## src/rtl/fetch_pkg.sv

```systemverilog
// Shared fetch-unit definitions: FSM state encoding, the NOP instruction word,
// the instruction-memory address width and the skid-entry layout.
package fetch_pkg;

    localparam logic [1:0] REQ   = 2'd0;
    localparam logic [1:0] HOLD  = 2'd1;
    localparam logic [1:0] FLUSH = 2'd2;

    localparam logic [31:0] NOP_IR  = 32'h0000_0000;
    localparam int          IMEM_AW = 12;

    typedef struct packed {
        logic [31:0] pc;
        logic [31:0] ir;
    } fetch_entry_t;

    // Sequential PC advance; wrap past 32'hFFFFFFFF is intended.
    function automatic logic [31:0] pc_step(input logic [31:0] pc, input logic [31:0] inc);
        return pc + inc;
    endfunction

endpackage

```

## src/rtl/fetch_skid.sv

```systemverilog
// One-entry skid buffer holding an instruction fetched while the F/D latch is
// stalled. Flush has priority over load, load over drain.
module fetch_skid
    import fetch_pkg::*;
(
    input  logic         clk,
    input  logic         clr,
    input  logic         load,
    input  logic         drain,
    input  logic         flush,
    input  fetch_entry_t din,
    output fetch_entry_t dout,
    output logic         valid
);

    fetch_entry_t entry_r;
    logic         valid_r;

    // Entry storage and occupancy flag.
    always_ff @(posedge clk or negedge clr) begin
        if (!clr) begin
            entry_r <= '{pc: 32'h0, ir: NOP_IR};
            valid_r <= 1'b0;
        end else if (flush) begin
            entry_r <= '{pc: 32'h0, ir: NOP_IR};
            valid_r <= 1'b0;
        end else if (load) begin
            entry_r <= din;
            valid_r <= 1'b1;
        end else if (drain) begin
            entry_r <= entry_r;
            valid_r <= 1'b0;
        end else begin
            entry_r <= entry_r;
            valid_r <= valid_r;
        end
    end

    assign dout  = entry_r;
    assign valid = valid_r;

endmodule

```

## src/rtl/fetch_unit.sv

```systemverilog
// Instruction fetch unit: issues word requests to instruction memory and feeds
// the F/D latch, with a one-entry skid for stalls and redirect flushing.
// Optional feature: define FETCH_PERF_CNT_EN to add the stall_cnt output.
module fetch_unit
    import fetch_pkg::*;
#(
    parameter logic [31:0] RESET_PC = 32'h0000_0000,
    parameter logic [31:0] PC_INC   = 32'd1
)(
    input  logic               clk,
    input  logic               clr,
    input  logic               stall,
    input  logic               redirect,
    input  logic [31:0]        redirect_pc,
    output logic               imem_req,
    output logic [IMEM_AW-1:0] imem_addr,
    input  logic               imem_ack,
    input  logic [31:0]        imem_data,
    output logic [31:0]        fetch_pc,
    output logic [31:0]        fetch_ir,
    output logic               fetch_valid
`ifdef FETCH_PERF_CNT_EN
    ,
    output logic [31:0]        stall_cnt
`endif
);

    logic [1:0]   state_r, state_s;
    logic [31:0]  pc_r, pc_s, pc_inc_s;
    logic [31:0]  req_addr_r, req_addr_s;
    logic [31:0]  fetch_pc_r, fetch_pc_s;
    logic [31:0]  fetch_ir_r, fetch_ir_s;
    logic         fetch_valid_r, fetch_valid_s;
    logic         imem_req_r;
    logic         skid_load_s, skid_drain_s, skid_flush_s, skid_valid_s;
    fetch_entry_t skid_din_s, skid_dout_s;

    assign pc_inc_s   = pc_step(pc_r, PC_INC);
    assign skid_din_s = '{pc: req_addr_r, ir: imem_data};

    fetch_skid u_skid (
        .clk   (clk),
        .clr   (clr),
        .load  (skid_load_s),
        .drain (skid_drain_s),
        .flush (skid_flush_s),
        .din   (skid_din_s),
        .dout  (skid_dout_s),
        .valid (skid_valid_s)
    );

    // Next-state and datapath decisions; redirect overrides every state.
    always_comb begin
        state_s       = state_r;
        pc_s          = pc_r;
        req_addr_s    = req_addr_r;
        fetch_pc_s    = fetch_pc_r;
        fetch_ir_s    = fetch_ir_r;
        fetch_valid_s = fetch_valid_r;
        skid_load_s   = 1'b0;
        skid_drain_s  = 1'b0;
        skid_flush_s  = 1'b0;
        if (redirect) begin
            pc_s          = redirect_pc;
            fetch_valid_s = 1'b0;
            fetch_ir_s    = NOP_IR;
            skid_flush_s  = 1'b1;
            // An unacknowledged request must complete on its original address.
            if ((state_r != HOLD) && !imem_ack) begin
                state_s = FLUSH;
            end else begin
                state_s    = REQ;
                req_addr_s = redirect_pc;
            end
        end else begin
            case (state_r)
                REQ: begin
                    if (imem_ack) begin
                        pc_s       = pc_inc_s;
                        req_addr_s = pc_inc_s;
                        if (!stall || !fetch_valid_r) begin
                            fetch_pc_s    = req_addr_r;
                            fetch_ir_s    = imem_data;
                            fetch_valid_s = 1'b1;
                        end else begin
                            skid_load_s = 1'b1;
                            state_s     = HOLD;
                        end
                    end else if (!stall) begin
                        fetch_valid_s = 1'b0;
                    end else begin
                        fetch_valid_s = fetch_valid_r;
                    end
                end
                HOLD: begin
                    if (!stall) begin
                        fetch_pc_s    = skid_dout_s.pc;
                        fetch_ir_s    = skid_dout_s.ir;
                        fetch_valid_s = skid_valid_s;
                        skid_drain_s  = 1'b1;
                        state_s       = REQ;
                    end else begin
                        state_s = HOLD;
                    end
                end
                FLUSH: begin
                    if (imem_ack) begin
                        state_s    = REQ;
                        req_addr_s = pc_r;
                    end else begin
                        state_s = FLUSH;
                    end
                end
                default: begin
                    state_s       = REQ;
                    req_addr_s    = pc_r;
                    fetch_valid_s = 1'b0;
                    skid_flush_s  = 1'b1;
                end
            endcase
        end
    end

    // State, PC and F/D output registers.
    always_ff @(posedge clk or negedge clr) begin
        if (!clr) begin
            state_r       <= REQ;
            pc_r          <= RESET_PC;
            req_addr_r    <= RESET_PC;
            fetch_pc_r    <= 32'h0;
            fetch_ir_r    <= NOP_IR;
            fetch_valid_r <= 1'b0;
            imem_req_r    <= 1'b1;
        end else begin
            state_r       <= state_s;
            pc_r          <= pc_s;
            req_addr_r    <= req_addr_s;
            fetch_pc_r    <= fetch_pc_s;
            fetch_ir_r    <= fetch_ir_s;
            fetch_valid_r <= fetch_valid_s;
            imem_req_r    <= (state_s != HOLD);
        end
    end

    assign imem_req    = imem_req_r;
    assign imem_addr   = req_addr_r[IMEM_AW-1:0];
    assign fetch_pc    = fetch_pc_r;
    assign fetch_ir    = fetch_ir_r;
    assign fetch_valid = fetch_valid_r;

`ifdef FETCH_PERF_CNT_EN
    logic [31:0] stall_cnt_r;

    // Saturating count of cycles where a valid instruction sits stalled.
    always_ff @(posedge clk or negedge clr) begin
        if (!clr) begin
            stall_cnt_r <= 32'h0;
        end else if (redirect) begin
            stall_cnt_r <= 32'h0;
        end else if (stall && fetch_valid_r && (stall_cnt_r != 32'hFFFF_FFFF)) begin
            stall_cnt_r <= stall_cnt_r + 32'd1;
        end else begin
            stall_cnt_r <= stall_cnt_r;
        end
    end

    assign stall_cnt = stall_cnt_r;
`endif

endmodule

```

## config.mk

```make
export PLATFORM = sky130hd
export DESIGN_NAME = fetch_unit
export DESIGN_NICKNAME = d
export VERILOG_FILES = /design/src/rtl/fetch_pkg.sv /design/src/rtl/fetch_skid.sv /design/src/rtl/fetch_unit.sv
export SDC_FILE = /design/constraint.sdc
export NUM_CORES = 1
export LEC_CHECK = 0
export ABC_AREA = 1
export CORE_MARGIN = 4
export CORE_UTILIZATION = 49
export DETAILED_ROUTE_END_ITERATION = 6
export PLACE_DENSITY_LB_ADDON = 0.08
export SYNTH_ARGS = -nofsm -noshare
export SYNTH_HDL_FRONTEND = slang
export SYNTH_SLANG_ARGS = --single-unit
```

## constraint.sdc

```tcl
create_clock -name clk -period 1.94 [get_ports clk]
set_input_delay 0.485 -clock clk [delete_from_list [all_inputs] [get_ports clk]]
set_output_delay 0.485 -clock clk [all_outputs]
set_load 0.01 [all_outputs]
```

== Word-level counts from Yosys, hierarchy flattened ==
Cells that the tools add are included.
W data, S select, Z words.

* Bitwise operators: 1
* Add/subtract/negate cells: 1
* Equality and inequality tests: 16
* Mux-type cells: 43
* Reductions and logical operators: 18

{| class="wikitable"
|+ Operators by type and width
! operator !! number
|-
| $mux W32 || 13
|-
| $mux W64 || 2
|-
| $pmux W32 S2 || 2
|-
| $pmux W32 S3 || 1
|-
| $add A32 B1 Y32 const B || 1
|-
| $mux W1 || 18
|-
| $ne A2 B2 Y1 const B || 6
|-
| $ne A3 B3 Y1 const B || 4
|-
| $reduce_and A4 Y1 || 3
|-
| $mux W2 || 5
|-
| $ne A4 B4 Y1 const B || 2
|-
| $reduce_bool A2 Y1 || 4
|-
| $pmux W2 S3 || 1
|-
| $reduce_bool A3 Y1 || 2
|-
| $reduce_and A5 Y1 || 1
|-
| $ne A2 B1 Y1 const B || 2
|-
| $logic_not A1 Y1 || 3
|-
| $pmux W1 S3 || 1
|-
| $reduce_or A3 Y1 || 1
|-
| $eq A2 B1 Y1 const B || 1
|-
| $eq A2 B2 Y1 const B || 1
|-
| $logic_not A2 Y1 || 1
|-
| $reduce_and A2 Y1 || 1
|-
| $logic_and A1 B1 Y1 || 1
|-
| other kinds (2) || 2
|}

* Input bits: 69
* Logic and storage cells: 89
* Output and inout port bits: 78
* Bits in registers: 197

== Logic depth before layout (Yosys ltp) ==
Gate-level depths: netlist of run 1.

* Depth after elaboration: 8
* Mapped depth: 10
* Depth with buffers taken out: 10

== Hierarchy ==
A second synthesis of run 1 with hierarchy kept.

* Cells, all modules: 1,254
* Area, all modules: 10,116.0 sq um

{| class="wikitable"
|+ Modules (own cells, without submodules)
! module !! cells each !! area an instance (sq um) !! seq. area each (sq um) !! times used
|-
| fetch_unit || 971 || 7,443.4 || 3,304.4 || 1
|-
| fetch_skid || 283 || 2,672.6 || 1,626.6 || 1
|}

== Worst setup path after synthesis of run 1 ==
OpenSTA, ideal clock, no wires.

* Path type: register to register
* Start point: register pc_r[0]
* End point: register pc_r[22]
* Library setup time: 0.127 ns
* Data required time: 1.813 ns
* Path buffers: 0
* Cell stages (with the launch flop): 10
* Arrival: 1.580 ns
* Clock period less this slack: 1.707 ns
* Setup slack: 0.233 ns
* Path through: dfrtp_1 -> ha_1 -> nand2_1 -> nor2_2 -> nand2_1 -> nor2_1 -> nand2_1 -> nand2_1 -> a21oi_1 -> or2_2

* Longest elaborated chain between the ends: 4

{| class="wikitable"
|+ Ends and longest elaborated chain
! what !! RTL line !! source
|-
| from (decl) || fetch_unit.sv:29 || <nowiki>logic [31:0] pc_r, pc_s, pc_inc_s;</nowiki>
|-
| from (signal assigned) || fetch_unit.sv:136 || <nowiki>pc_r <= pc_s;</nowiki>
|-
| $add A32 B1 Y32 || fetch_pkg.sv:19 || <nowiki>return pc + inc;</nowiki>
|-
| $mux W32 || fetch_unit.sv:78 || <nowiki>if (imem_ack) begin</nowiki>
|-
| $mux W32 || fetch_unit.sv:76 || <nowiki>case (state_r)</nowiki>
|-
| $mux W32 || fetch_unit.sv:63 || <nowiki>if (redirect) begin</nowiki>
|}

Every way passes these cells. The select of a mux whose other input is x is not followed.
A chain may end at the register's enable or synchronous reset.

== Worst setup path in the final report of run 1 ==
* Start point: register req_addr_r[7]
* End point: output port imem_addr[7]

{| class="wikitable"
|+ RTL lines
! what !! RTL line !! source
|-
| from (decl) || fetch_unit.sv:30 || <nowiki>logic [31:0] req_addr_r, req_addr_s;</nowiki>
|-
| from (signal assigned) || fetch_unit.sv:137 || <nowiki>req_addr_r <= req_addr_s;</nowiki>
|-
| to (decl) || fetch_unit.sv:16 || <nowiki>output logic [IMEM_AW-1:0] imem_addr,</nowiki>
|}

No word-level cell between the ends.

==> impl_results.rst, run 1 <==
.. list-table::
   :header-rows: 1

   * - Metric
     - Value
   * - Run status
     - finished clean
   * - Die width
     - 150 um
   * - Type of the setup path with the least slack
     - register to output pin
   * - Maximum clock frequency
     - roughly 520 MHz
   * - Worst vdd rail ir drop
     - 0.714 mV
   * - Power Total
     - 11.3 mW
   * - Worst slew pin tran
     - 0.646 ns
   * - Xor-xnor portion of the synthesized cell area
     - 1.06%
   * - Number of search-and-repair iterations in the first detailed-routing pass
     - 5
   * - Number of buffers between clock root and the deepest sink
     - 2
   * - Worst slew margin
     - approximately 57%
   * - Layout cells sized above 1
     - roughly 9.0%
   * - Per-instance average area after synthesis
     - 7.70 sq um
   * - Total clock buffers created by CTS
     - 17
   * - Number of placed I/O pins
     - ~150
   * - Post-DR vias/cell
     - 5.36
   * - Synthesized flop and latch total
     - 197
   * - Worst slack at placement
     - -0.137 ns
   * - Destination of the worst register-to-register timing path
     - req_addr_r[19]
   * - Vias after detailed routing
     - 9,140
   * - Rows
     - roughly 50
   * - Highest net fanout along the worst path
     - 2
   * - Count of inserted antenna diode cells
     - 0
   * - Chip height
     - 150 um
   * - Number of maximum-capacitance violations
     - 0
   * - Final Hold Vio Count
     - 0
   * - Worst-Skew Late Latency
     - approximately 0.44 ns
   * - Dominant cell type by area after synthesis
     - dfrtp_1
   * - Final min period
     - 1.91 ns
   * - Area share of the leading cell type in the synthesized netlist
     - between 40% and 50%
   * - Ys async rst share
     - 100%
   * - PwrDens
     - between 800 and 900 nW/um^2
   * - CP bufs+invs
     - 1
   * - Post-synthesis simple-gate area fraction
     - 26.2%
   * - Critical path cell sequence
     - clkdlybuf4s50_1
   * - TritonCTS clock tree
     - built
   * - Final HPWL from detailed placement
     - 19,800 um
   * - Filler cell count in the final layout
     - 1,771
   * - Setup repair after global routing missed its margin
     - false
   * - FF-to-FF setup slack
     - 0.08 ns
   * - Global-route wire length before repair
     - 46,000 um
   * - Pin count of the biggest net entering global routing
     - 114
   * - Max Slew Vio Count
     - 0
   * - Final weighted congestion in routability-driven placement
     - just over 0.9
   * - R2r startpoint
     - pc_r[1]
   * - Core Util, Final
     - 64.2%
   * - Maximum single-stage delay on the critical path
     - between 0.5 and 0.6 ns
   * - Detailed-routed wire length on met2
     - approximately 13,000 um
   * - CTS clk-pin slew, worst paths
     - 0.08 ns
   * - Count of mapped cells out of synthesis
     - 1,285
   * - Post-detailed-route count of antenna-violating nets
     - 0
   * - Post-synth EDFFs
     - 0
   * - Leak pwr
     - 5.97 nW
   * - Tot GR Track Use
     - 25.8%
   * - Worst min-delay path category
     - input port to asynchronous set/reset pin
   * - Post-route worst setup slack
     - 0.0343 ns
   * - Final setup violation count
     - 0
   * - Met1 WL
     - 13,400 um
   * - Post-synthesis sequential area ratio
     - 49.8%
   * - Via count of the first global-routing pass
     - 8,474
   * - Main combinational cell family by area after synthesis
     - simple AND/OR/NAND/NOR gates
   * - Routed WL per cell
     - 16.7 um
   * - Arrival time of data at the critical path endpoint
     - between 1 and 1.5 ns
   * - Count of port buffers added during placement
     - 146
   * - Setup skew after layout
     - 0.0121 ns
   * - Most frequent cells after synthesis
     - 347 x nand2_1, 196 x dfrtp_1, 135 x nand3_1, 129 x nor2_1, 109 x o21ai_0
   * - Area fraction in compound gates after synthesis
     - 14.6%
   * - Num Clock Sinks
     - between 150 and 200
   * - Number of distinct library cells after synthesis
     - 34
   * - Largest delay share family, worst path
     - buffers and inverters
   * - CP endpoint kind
     - output pin
   * - Yosys synthesis warning count
     - 0
   * - Root buffer cell
     - clkbuf_16
   * - Worst Setup Start Kind
     - register
   * - Adder-cell share of the synthesized area
     - 0.126%
   * - Final Net Count
     - 1,497
   * - Highest metal layer with signal wires
     - met4
   * - Iteration-0 DRC Markers
     - ~800
   * - Initial Utilization
     - 50.4%
   * - Mux contribution to synthesized area
     - less than 1%
   * - Overall routed net length
     - 28,400 um
   * - Required time at the worst-slack endpoint
     - 1.45 ns
   * - Metal3 WL
     - 2180 um
   * - Post-synth top flop
     - dfrtp_1
   * - Layout-stage area growth over the synthesis result
     - 27.5%
   * - Core Area
     - 19,700 sq um
   * - Count leader, synth
     - nand2_1
   * - Initial antenna violation count
     - 0
   * - Fraction of the cycle the final worst path needs
     - a little over nine tenths
   * - # H-tree levels
     - 4
   * - Cell types occupying the most area after synthesis
     - dfrtp_1 50%, nand2_1 13%, nand3_1 6.8%
   * - Worst reg2reg path depth
     - 9
   * - Die area
     - 22,500 sq um
   * - Global route overflow
     - 0
   * - Syn Std Cell Area
     - between 9000 and 10,000 sq um
   * - Critical-path top delay cell
     - clkdlybuf4s50_1
   * - Net count after synthesis
     - between 1k and 1.5k
   * - Remaining routing DRC violations
     - 0
[layout make-up]
type                            instances  area [sq um]  area share (%)
Sequential cell                       197          4940            39.1
Multi-Input combinational cell        910          4250            33.7
Timing Repair Buffer                  211          2150            17.0
Clock buffer                           17           425            3.37
Inverter                               90           338            2.68
Tap cell                              265           332            2.63
Clock inverter                         15           191            1.52
[worst register-to-register path: cells and delay by family (launching register included)]
| kind | cells | cell delay (ns) |
|---|---|---|
| compound gates | 1 | 0.18 |
| simple gates | 7 | 1.03 |
| buf+inv | 1 | 0.13 |
| flops | 1 | 0.42 |
[sequential cells by signal (all words and copies together) (netlist names)]
| signal | count |
|---|---|
| fetch_ir | 32 |
| fetch_pc | 32 |
| fetch_valid | 1 |
| imem_req | 1 |
| pc_r | 32 |
| req_addr_r | 32 |
| state_r | 2 |
| u_skid.dout | 64 |
| u_skid.valid | 1 |
[kinds of logic (layout without fill, tap and decap cells)]
logic type / after synthesis / count (layout)
and+or+nand+nor: 627 / 627
DFF: 197 / 197
AOI/OAI and AO/OA: 265 / 265
buffers and inverters: 178 / 333
xor gates and xnor gates: 12 / 12
muxes: 5 / 5
adders and majority gates: 1 / 1
[how the worst max path moves through the flow]
| stage | from | end | slack [ns] | depth (start not counted) |
|---|---|---|---|---|
| 3_5_place_dp | imem_ack | pc_r[27] | -0.14 | 8 |
| 2_1_floorplan | pc_r[0] | pc_r[22] | 0.23 | 9 |
| 4_1_cts | req_addr_r[5] | imem_addr[5] | 0.007 | 1 |
| 6_report | req_addr_r[7] | imem_addr[7] | 0.03 | 1 |
| 3_3_place_gp | imem_ack | pc_r[28] | -0.1 | 8 |
| 5_1_grt | pc_r[0] | req_addr_r[16] | 0.006 | 11 |
[power by group]
group	internal (mW)	switching, mW
clock network	1.97	1.74
registers	4.59	0.430
logic	1.23	1.35
[layer usage]
| metal | track usage [%] | vias up |
|---|---|---|
| met4 | 5.22 | 0 |
| met5 | 0 | - |
| met2 | 38.0 | 307 |
| met3 | 6.05 | 20 |
| met1 | 39.2 | 4314 |
| li1 | - | 4499 |
[layout by cell type, fill, tap and decap left out, types with 5 or more instances in the layout]
master and count:
nor2_1 128, clkbuf_16 17, inv_6 6, or2_2 5
a21oi_1 75, nand2_1 346, o21ai_1 13, buf_12 15
o21bai_1 5, a22oi_1 6, inv_2 7, dfrtp_2 5
dfrtp_1 191, o21ai_0 107, o22ai_1 6, clkdlybuf4s50_1 136
mux2i_1 5, nand3_1 135, xor2_1 12, dlymetal6s2s_1 5
a31oi_1 41, o211ai_1 6, inv_1 82, buf_4 49
nor2_4 5
[metrics by stage]
step                setup TNS [ns]  area (sq um)  cells  hold WS [ns]
global route                     0         12600   1705         0.398
finish                           0         12600   1705         0.413
CTS                              0         12600   1703         0.398
detailed placement           -8.21         11900   1669         0.297
floorplan                        0          9900   1285         0.189
global placement             -3.29         11900   1669         0.297
[repair_timing]
item,4_1_cts,5_1_grt
resized for setup,6,16
buffers inserted,1,2
endpoints found under the setup margin,7,27
endpoints found under the hold margin,1,0
hold buffers,1,0
(Power assumes the default switching activity.)
==> run 2, diff against run 1 <==
- ABC_AREA: 1 -> not set
==> run 2 against run 1 <==
Effect of this change:
- critical path type is now register to register
- critical endpoint is now pc_r[20]
- sequential cell count stayed put
- register-to-register slack worse by 0.07 ns
- routed wire length is 11% lower
==> impl_results.rst, run 2 <==
.. list-table::
   :header-rows: 1

   * - Metric
     - Value
   * - FF-to-FF setup slack
     - 0.009 ns (was 0.08 ns)
   * - Core Util, Final
     - 66.2% (was 64.2%)
   * - Sw frac
     - 29.0% (was 31.1%)
   * - TritonCTS clock tree
     - built (unchanged)
   * - Largest delay share family, worst path
     - simple AND/OR/NAND/NOR gates (was buffers and inverters)
   * - Syn Std Cell Area
     - 9390 sq um (was 9900 sq um)
   * - Count of inserted antenna diode cells
     - 0 (unchanged)
   * - # H-tree levels
     - 4 (unchanged)
   * - Chip height
     - 146 um (was 150 um)
   * - Post-detailed-route count of antenna-violating nets
     - 0 (unchanged)
   * - Critical-path top delay cell
     - or4_4 (was clkdlybuf4s50_1)
   * - Worst slew pin tran
     - 0.447 ns (was 0.646 ns)
   * - Post-synth EDFFs
     - 0 (unchanged)
   * - Worst slew margin
     - 69.9% (was 56.9%)
   * - Number of maximum-capacitance violations
     - 0 (unchanged)
   * - Post-synthesis simple-gate area fraction
     - 18.0% (was 26.2%)
   * - Final weighted congestion in routability-driven placement
     - 0.952 (was 0.929)
   * - Logic depth of the worst path, buffers included
     - 6 (was 1)
   * - Type of the setup path with the least slack
     - register to register (was register to output pin)
   * - Dominant cell type by area after synthesis
     - dfrtp_1 (unchanged)
   * - Layout-stage area growth over the synthesis result
     - 32.4% (was 27.5%)
   * - Cell-internal power
     - 7.56 mW (was 7.79 mW)
   * - Core Area
     - 18,800 sq um (was 19,700 sq um)
   * - Highest net fanout along the worst path
     - 4 (was 2)
   * - Post-synthesis sequential area ratio
     - 52.5% (was 49.8%)
   * - Maximum clock frequency
     - 518 MHz (was 525 MHz)
   * - Setup repair after global routing missed its margin
     - true (was false)
   * - Main combinational cell family by area after synthesis
     - simple AND/OR/NAND/NOR gates (unchanged)
   * - Cell types occupying the most area after synthesis
     - dfrtp_1 52%, nand2_1 7.2%, a22o_1 6.0% (was dfrtp_1 50%, nand2_1 13%, nand3_1 6.8%)
   * - Routed WL per cell
     - 18.1 um (was 16.7 um)
   * - Num Clock Sinks
     - 197 (unchanged)
   * - Post-DR vias/cell
     - 5.69 (was 5.36)
   * - Pin count of the biggest net entering global routing
     - 78 (was 114)
   * - Die width
     - 146 um (was 150 um)
   * - CP bufs+invs
     - 1 (unchanged)
   * - Filler cell count in the final layout
     - 1,578 (was 1,771)
   * - Global route overflow
     - 0 (unchanged)
   * - Worst min-delay path category
     - input port to asynchronous set/reset pin (unchanged)
   * - Post-route worst setup slack
     - 0.00932 ns (was 0.0343 ns)
   * - Count leader, synth
     - dfrtp_1 (was nand2_1)
   * - Area share of the leading cell type in the synthesized netlist
     - 52.3% (was 49.5%)
   * - Count of port buffers added during placement
     - 146 (unchanged)
   * - Worst Setup Start Kind
     - register (unchanged)
   * - Setup TNS after final layout
     - 0 ns (unchanged)
   * - Max Slew Vio Count
     - 0 (unchanged)
   * - Iteration-0 DRC Markers
     - 724 (was 778)
   * - Final HPWL from detailed placement
     - 17,200 um (was 19,800 um)
   * - Area fraction in compound gates after synthesis
     - 16.8% (was 14.6%)
   * - Arrival time of data at the critical path endpoint
     - 2.25 ns (was 1.42 ns)
   * - Most frequent cells after synthesis
     - 196 x dfrtp_1, 181 x nand2_1, 98 x nor2_1, 64 x a22o_1, 45 x clkbuf_1 (was 347 x nand2_1, 196 x dfrtp_1, 135 x nand3_1, 129 x nor2_1, 109 x o21ai_0)
   * - Yosys synthesis warning count
     - 0 (unchanged)
   * - Instance count after placement with tap cells included
     - 1,345 (was 1,669)
   * - Number of distinct library cells after synthesis
     - 53 (was 34)
   * - Comb power frac
     - 21.4% (was 22.9%)
   * - Layout cells sized above 1
     - 16.0% (was 8.96%)
   * - R2r startpoint
     - state_r[0] (was pc_r[1])
   * - Tot GR Track Use
     - 23.9% (was 25.8%)
   * - Initial Utilization
     - 50.0% (was 50.4%)
   * - Adder-cell share of the synthesized area
     - 0.133% (was 0.126%)
   * - Rows
     - 50 (was 51)
   * - Leak pwr
     - 5.31 nW (was 5.97 nW)
   * - Global-route wire length before repair
     - 41,400 um (was 46,000 um)
   * - Remaining routing DRC violations
     - 0 (unchanged)
   * - Final Hold Vio Count
     - 0 (unchanged)
   * - Number of placed I/O pins
     - 147 (unchanged)
   * - Worst-Skew Late Latency
     - 0.44 ns (about the same)
   * - Worst reg2reg path depth
     - 6 (was 9)
   * - Flip-flop count of the largest register, all copies and words added
     - 64 (unchanged)
   * - Run status
     - finished clean (unchanged)
   * - Most common cell after layout, fill and taps aside
     - dfrtp_1 (was nand2_1)
   * - Worst vdd rail ir drop
     - 0.652 mV (was 0.714 mV)
   * - Total clock buffers created by CTS
     - 17 (unchanged)
   * - Final min period
     - 1.93 ns (was 1.91 ns)
   * - Destination of the worst register-to-register timing path
     - pc_r[20] (was req_addr_r[19])
   * - Overall routed net length
     - 25,200 um (was 28,400 um)
   * - Post-synth top flop
     - dfrtp_1 (unchanged)
   * - Synthesized flop and latch total
     - 197 (unchanged)
   * - Clk network pwr share
     - 33.0% (was 32.7%)
   * - Number of search-and-repair iterations in the first detailed-routing pass
     - 4 (was 5)
   * - Vias after detailed routing
     - 7,904 (was 9,140)
   * - Design area
     - 12,400 sq um (was 12,600 sq um)
   * - Mux contribution to synthesized area
     - 2.55% (was 0.506%)
   * - Ys async rst share
     - 100% (unchanged)
   * - Final Net Count
     - 1,211 (was 1,497)
   * - Commonest cells after routing, fill and taps aside
     - 194 x dfrtp_1, 178 x nand2_1, 139 x clkdlybuf4s50_1 (was 346 x nand2_1, 191 x dfrtp_1, 136 x clkdlybuf4s50_1)
   * - Root buffer cell
     - clkbuf_16 (unchanged)
   * - Initial antenna violation count
     - 0 (unchanged)
   * - Critical path cell sequence
     - buf_6, nor3b_4, nand3_2, or4_4, xnor2_1, mux2_4 (was clkdlybuf4s50_1)
   * - Maximum single-stage delay on the critical path
     - 0.49 ns (was 0.59 ns)
   * - Setup skew after layout
     - 0.0111 ns (was 0.0121 ns)
   * - Switching Power
     - 3.09 mW (was 3.52 mW)
   * - Via count of the first global-routing pass
     - 7,605 (was 8,474)
   * - PwrDens
     - 857 nW/um^2 (was 897 nW/um^2)
   * - Non-filler instance count after layout
     - 1,388 (was 1,705)
   * - CP endpoint kind
     - register (was output pin)
   * - Required time at the worst-slack endpoint
     - 2.26 ns (was 1.45 ns)
   * - Per-instance average area after synthesis
     - 9.76 sq um (was 7.70 sq um)
   * - Die area
     - 21,400 sq um (was 22,500 sq um)
   * - Xor-xnor portion of the synthesized cell area
     - 5.32% (was 1.06%)
   * - Fraction of the cycle the final worst path needs
     - 99.5% (was 98.2%)
   * - CTS clk-pin slew, worst paths
     - 0.08 ns (about the same)
   * - Worst slack at placement
     - -0.604 ns (was -0.137 ns)
   * - Net count after synthesis
     - 1,032 (was 1,355)
   * - Number of buffers between clock root and the deepest sink
     - 2 (unchanged)
   * - Sequential cell fraction of total power
     - 45.6% (was 44.4%)
   * - Count of mapped cells out of synthesis
     - 962 (was 1,285)
   * - Placed cell area
     - 11,700 sq um (was 11,900 sq um)
   * - Final setup violation count
     - 0 (unchanged)
-- run 2: logic make-up after synthesis --
group,count (synthesis)
muxes,22
and+or+nand+nor,379
buffers and inverters,94
xor gates and xnor gates,57
DFF,197
adders and majority gates,1
AOI/OAI and AO/OA,212
-- run 2: stage by stage --
step / total power [mW] / hold slack (ns)
6_report: 10.7 / 0.416
3_3_place_gp: 7.13 / 0.309
2_1_floorplan: 5.93 / 0.189
3_5_place_dp: 7.16 / 0.309
5_1_grt: 11.2 / 0.419
4_1_cts: 10.7 / 0.400
-- run 2: worst max path at each step --
stage	to	start
after global placement	pc_r[20]	imem_ack
after global routing	pc_r[20]	state_r[0]
after CTS	imem_addr[1]	req_addr_r[1]
after floorplan	pc_r[18]	imem_ack
final	pc_r[20]	state_r[0]
after detailed placement	pc_r[20]	imem_ack
-- run 2: power by group through the flow --
| stage | registers [mW] | logic [mW] | clock network (mW) |
|---|---|---|---|
| final | 4.85 | 2.28 | 3.52 |
| after global routing | 4.91 | 2.49 | 3.76 |
| after CTS | 4.85 | 2.26 | 3.58 |
| after detailed placement | 4.93 | 2.22 | 0 |
| after global placement | 4.92 | 2.20 | 0 |
| after floorplan | 4.96 | 0.968 | 0 |
-- run 2: layout make-up --
| cell class | instances | area (sq um) | area share [%] |
|---|---|---|---|
| Sequential cell | 197 | 4930 | 39.7 |
| Inverter | 5 | 18.8 | 0.151 |
| Clock buffer | 19 | 443 | 3.56 |
| Timing Repair Buffer | 248 | 2420 | 19.5 |
| Clock inverter | 13 | 136 | 1.10 |
| Multi-Input combinational cell | 672 | 4180 | 33.6 |
| Tap cell | 234 | 293 | 2.36 |
-- run 2: metal layers --
metal / vias up / global-route usage, % / share of wire [%]
met5: - / 0 / 0
met3: 21 / 4.66 / 5.8
met4: 0 / 5.55 / 1.4
met2: 240 / 36.4 / 46
met1: 3864 / 35.6 / 47
li1: 3779 / - / -
-- run 2: what timing repair did --
item                                    4_1_cts  5_1_grt
pin swaps                                     4        5
hold buffers                                  1        0
buffers inserted                              4        5
gates cloned                                  1        0
endpoints found under the hold margin         2        0
endpoints found under the setup margin       94       84
resized for setup                             9       23
==> run 3, diff against run 2 <==
- PLACE_DENSITY: not set -> 0.74
- PLACE_DENSITY_LB_ADDON: 0.08 -> not set
==> run 3 against run 2 <==
Effect of this change:
- global-route usage increased by 0.44 points
- clock skew decreased by 0.0012 ns
- routed wire length increased by 4.4%
- total power decreased by 1.0%
- critical path depth decreased by 5
- core utilization about the same
- sequential cell count unchanged
- clock power decreased by 5%
- cell count about the same
- critical endpoint is now imem_addr[5]
==> impl_results.rst, run 3 (synthesized netlist as in run 2, its figures left out) <==
.. list-table::
   :header-rows: 1

   * - Metric
     - Value
   * - Routed WL per cell
     - 18.9 um (was 18.1 um)
   * - Worst reg2reg path depth
     - 5 (was 6)
   * - CTS clk-pin slew, worst paths
     - 0.07 ns (was 0.08 ns)
   * - CP endpoint kind
     - output pin (was register)
   * - Vias after detailed routing
     - 8,206 (was 7,904)
   * - Tot GR Track Use
     - 24.3% (was 23.9%)
   * - Number of cells on the worst hold path
     - 1
   * - Total clock buffers created by CTS
     - 17 (unchanged)
   * - Number of search-and-repair iterations in the first detailed-routing pass
     - 6 (was 4)
   * - Clk network pwr share
     - 31.9% (was 33.0%)
   * - Final Hold Vio Count
     - 0 (unchanged)
   * - Sw frac
     - 29.5% (was 29.0%)
   * - Chip height
     - 146 um (unchanged)
   * - Worst-Skew Late Latency
     - 0.43 ns (was 0.44 ns)
   * - Global-route wire length before repair
     - 42,300 um (was 41,400 um)
   * - Worst slew pin tran
     - 0.480 ns (was 0.447 ns)
   * - Global routing met2 resource utilization
     - 37.9% (was 36.4%)
   * - Count of port buffers added during placement
     - 146 (unchanged)
   * - Root buffer cell
     - clkbuf_16 (unchanged)
   * - Leak pwr
     - 5.31 nW (about the same)
   * - Worst Setup Start Kind
     - register (unchanged)
   * - Area used by sequential logic in the layout
     - 4940 sq um (was 4930 sq um)
   * - Fraction of the cycle the final worst path needs
     - 97.8% (was 99.5%)
   * - Flip-flop count of the largest register, all copies and words added
     - 64 (unchanged)
   * - Die area
     - 21,400 sq um (unchanged)
   * - PwrDens
     - 849 nW/um^2 (was 857 nW/um^2)
   * - Highest net fanout along the worst path
     - 4 (unchanged)
   * - # H-tree levels
     - 4 (unchanged)
   * - Remaining routing DRC violations
     - 0 (unchanged)
   * - Core Area
     - 18,800 sq um (unchanged)
   * - Post-DR vias/cell
     - 5.91 (was 5.69)
   * - Largest delay share family, worst path
     - buffers and inverters (was simple AND/OR/NAND/NOR gates)
   * - Number of buffers between clock root and the deepest sink
     - 2 (unchanged)
   * - Multi-input logic area
     - 4140 sq um (was 4180 sq um)
   * - Initial Utilization
     - 50.0% (unchanged)
   * - Setup repair after global routing missed its margin
     - false (was true)
   * - Power Total
     - 10.5 mW (was 10.7 mW)
   * - Final setup violation count
     - 0 (unchanged)
   * - Die width
     - 146 um (unchanged)
   * - Setup skew after layout
     - 0.00994 ns (was 0.0111 ns)
   * - Commonest cells after routing, fill and taps aside
     - 190 x dfrtp_1, 179 x nand2_1, 139 x clkdlybuf4s50_1 (was 194 x dfrtp_1, 178 x nand2_1, 139 x clkdlybuf4s50_1)
   * - TritonCTS clock tree
     - built (unchanged)
   * - Non-filler instance count after layout
     - 1,389 (was 1,388)
   * - Number of maximum-capacitance violations
     - 0 (unchanged)
   * - Max Slew Vio Count
     - 0 (unchanged)
   * - Cell-internal power
     - 7.44 mW (was 7.56 mW)
   * - Number of placed I/O pins
     - 147 (unchanged)
   * - Arrival time of data at the critical path endpoint
     - 1.41 ns (was 2.25 ns)
   * - Count of inserted antenna diode cells
     - 0 (unchanged)
   * - Comb power frac
     - 21.9% (was 21.4%)
   * - Worst min-delay path category
     - register to register (was input port to asynchronous set/reset pin)
   * - Layout cells sized above 1
     - 16.2% (was 16.0%)
   * - Iteration-0 DRC Markers
     - 710 (was 724)
   * - Global route overflow
     - 0 (unchanged)
   * - Worst hold slack after final layout
     - 0.508 ns (was 0.416 ns)
   * - Instance count after placement with tap cells included
     - 1,346 (was 1,345)
   * - Run status
     - finished clean (unchanged)
   * - Rows
     - 50 (unchanged)
   * - Maximum single-stage delay on the critical path
     - 0.57 ns (was 0.49 ns)
   * - Logic depth of the worst path, buffers included
     - 1 (was 6)
   * - Final Net Count
     - 1,212 (was 1,211)
   * - Initial antenna violation count
     - 0 (unchanged)
   * - Most congested layer reported by global routing
     - met2 (unchanged)
   * - Pin count of the biggest net entering global routing
     - 66 (was 78)
   * - Filler cell count in the final layout
     - 1,502 (was 1,578)
   * - Met3 Track Usage GR
     - 3.66% (was 4.66%)
   * - Type of the setup path with the least slack
     - register to output pin (was register to register)
   * - Met1 usage in global routing
     - 35.6% (about the same)
   * - Critical-path top delay cell
     - clkdlybuf4s50_1 (was or4_4)
   * - Sequential cell fraction of total power
     - 46.1% (was 45.6%)
   * - Switching Power
     - 3.11 mW (was 3.09 mW)
   * - Final HPWL from detailed placement
     - 18,300 um (was 17,200 um)
   * - Via count of the first global-routing pass
     - 7,906 (was 7,605)
   * - Critical path cell sequence
     - clkdlybuf4s50_1 (was buf_6, nor3b_4, nand3_2, or4_4, xnor2_1, mux2_4)
   * - Num Clock Sinks
     - 197 (unchanged)
   * - Required time at the worst-slack endpoint
     - 1.45 ns (was 2.26 ns)
   * - Maximum clock frequency
     - 527 MHz (was 518 MHz)
   * - Final min period
     - 1.90 ns (was 1.93 ns)
   * - Worst vdd rail ir drop
     - 0.615 mV (was 0.652 mV)
   * - Most common cell after layout, fill and taps aside
     - dfrtp_1 (unchanged)
   * - Layout-stage area growth over the synthesis result
     - 32.4% (about the same)
   * - CP bufs+invs
     - 1 (unchanged)
   * - Overall routed net length
     - 26,300 um (was 25,200 um)
   * - Post-detailed-route count of antenna-violating nets
     - 0 (unchanged)
   * - Worst slew margin
     - 68.0% (was 69.9%)
   * - Final weighted congestion in routability-driven placement
     - 0.941 (was 0.952)
-- run 3: changes by cell type in the layout (fill, tap and decap cells not counted), sizes merged --
cell / previous run / this run
buf: 102 / 103
bufinv: 1 / 0
clkinv: 2 / 9
dlymetal6s2s: 2 / 3
dlygate4sd2: 3 / 2
inv: 13 / 8
o22ai: 2 / 1
-- run 3: power groups by stage --
stage,registers [mW],clock network (mW),logic [mW]
floorplan,4.96,0,0.968
global placement,4.92,0,2.21
detailed placement,4.94,0,2.25
CTS,4.86,3.43,2.26
global route,4.91,3.61,2.50
finish,4.86,3.36,2.31
-- run 3: stage by stage --
stage	worst slack, ns	instance area, sq um	setup TNS (ns)	util [%]
2_1_floorplan	-0.0813	9430	-0.442	-
3_3_place_gp	-0.534	11700	-53.19	62.2
3_5_place_dp	-0.554	11700	-59.50	62.2
4_1_cts	0.00432	12300	0	65.4
5_1_grt	0.00547	12400	0	66.2
6_report	0.0421	12400	0	66.2
-- run 3: worst reg2reg max path, stage by stage (launching register included) --
cell	delay [ns]
dfrtp_1	0.37
nand4_1	0.16
or2_4	0.30
or4_4	0.54
xnor2_2	0.14
mux2_4	0.26
-- run 3: repair_timing --
item,CTS,global route
gates cloned,0,1
endpoints found under the setup margin,83,39
hold buffers,1,0
endpoints found under the hold margin,11,0
pin swaps,0,7
resized for setup,5,25
buffers inserted,2,7
-- run 3: path summary, 6_finish.rpt --
check	startpoint	end	slack, ns
worst min-delay path	u_skid.dout[13]	u_skid.dout[13]	0.51
min in group asynchronous	clr	fetch_ir[15]	0.55
worst max register to register	pc_r[12]	pc_r[20]	0.06
worst min register to register	u_skid.dout[13]	u_skid.dout[13]	0.51
worst max-delay path	req_addr_r[5]	imem_addr[5]	0.04
max in group asynchronous	clr	pc_r[8]	0.72
-- run 3: area by class of cell --
cell class | instances | share of cell area, %
clock buffers | 18 | 3.54
clock inverters | 14 | 1.01
inverters | 5 | 0.151
multi-input cells | 671 | 33.3
flip-flops and latches | 197 | 39.8
well taps | 234 | 2.36
repair buffers | 250 | 19.9
-- run 3: routing by layer --
layer | share of wire [%] | vias up
li1 | - | 3784
met1 | 45 | 4068
met2 | 47 | 321
met3 | 6.3 | 33
met4 | 1.6 | 0
met5 | 0 | -
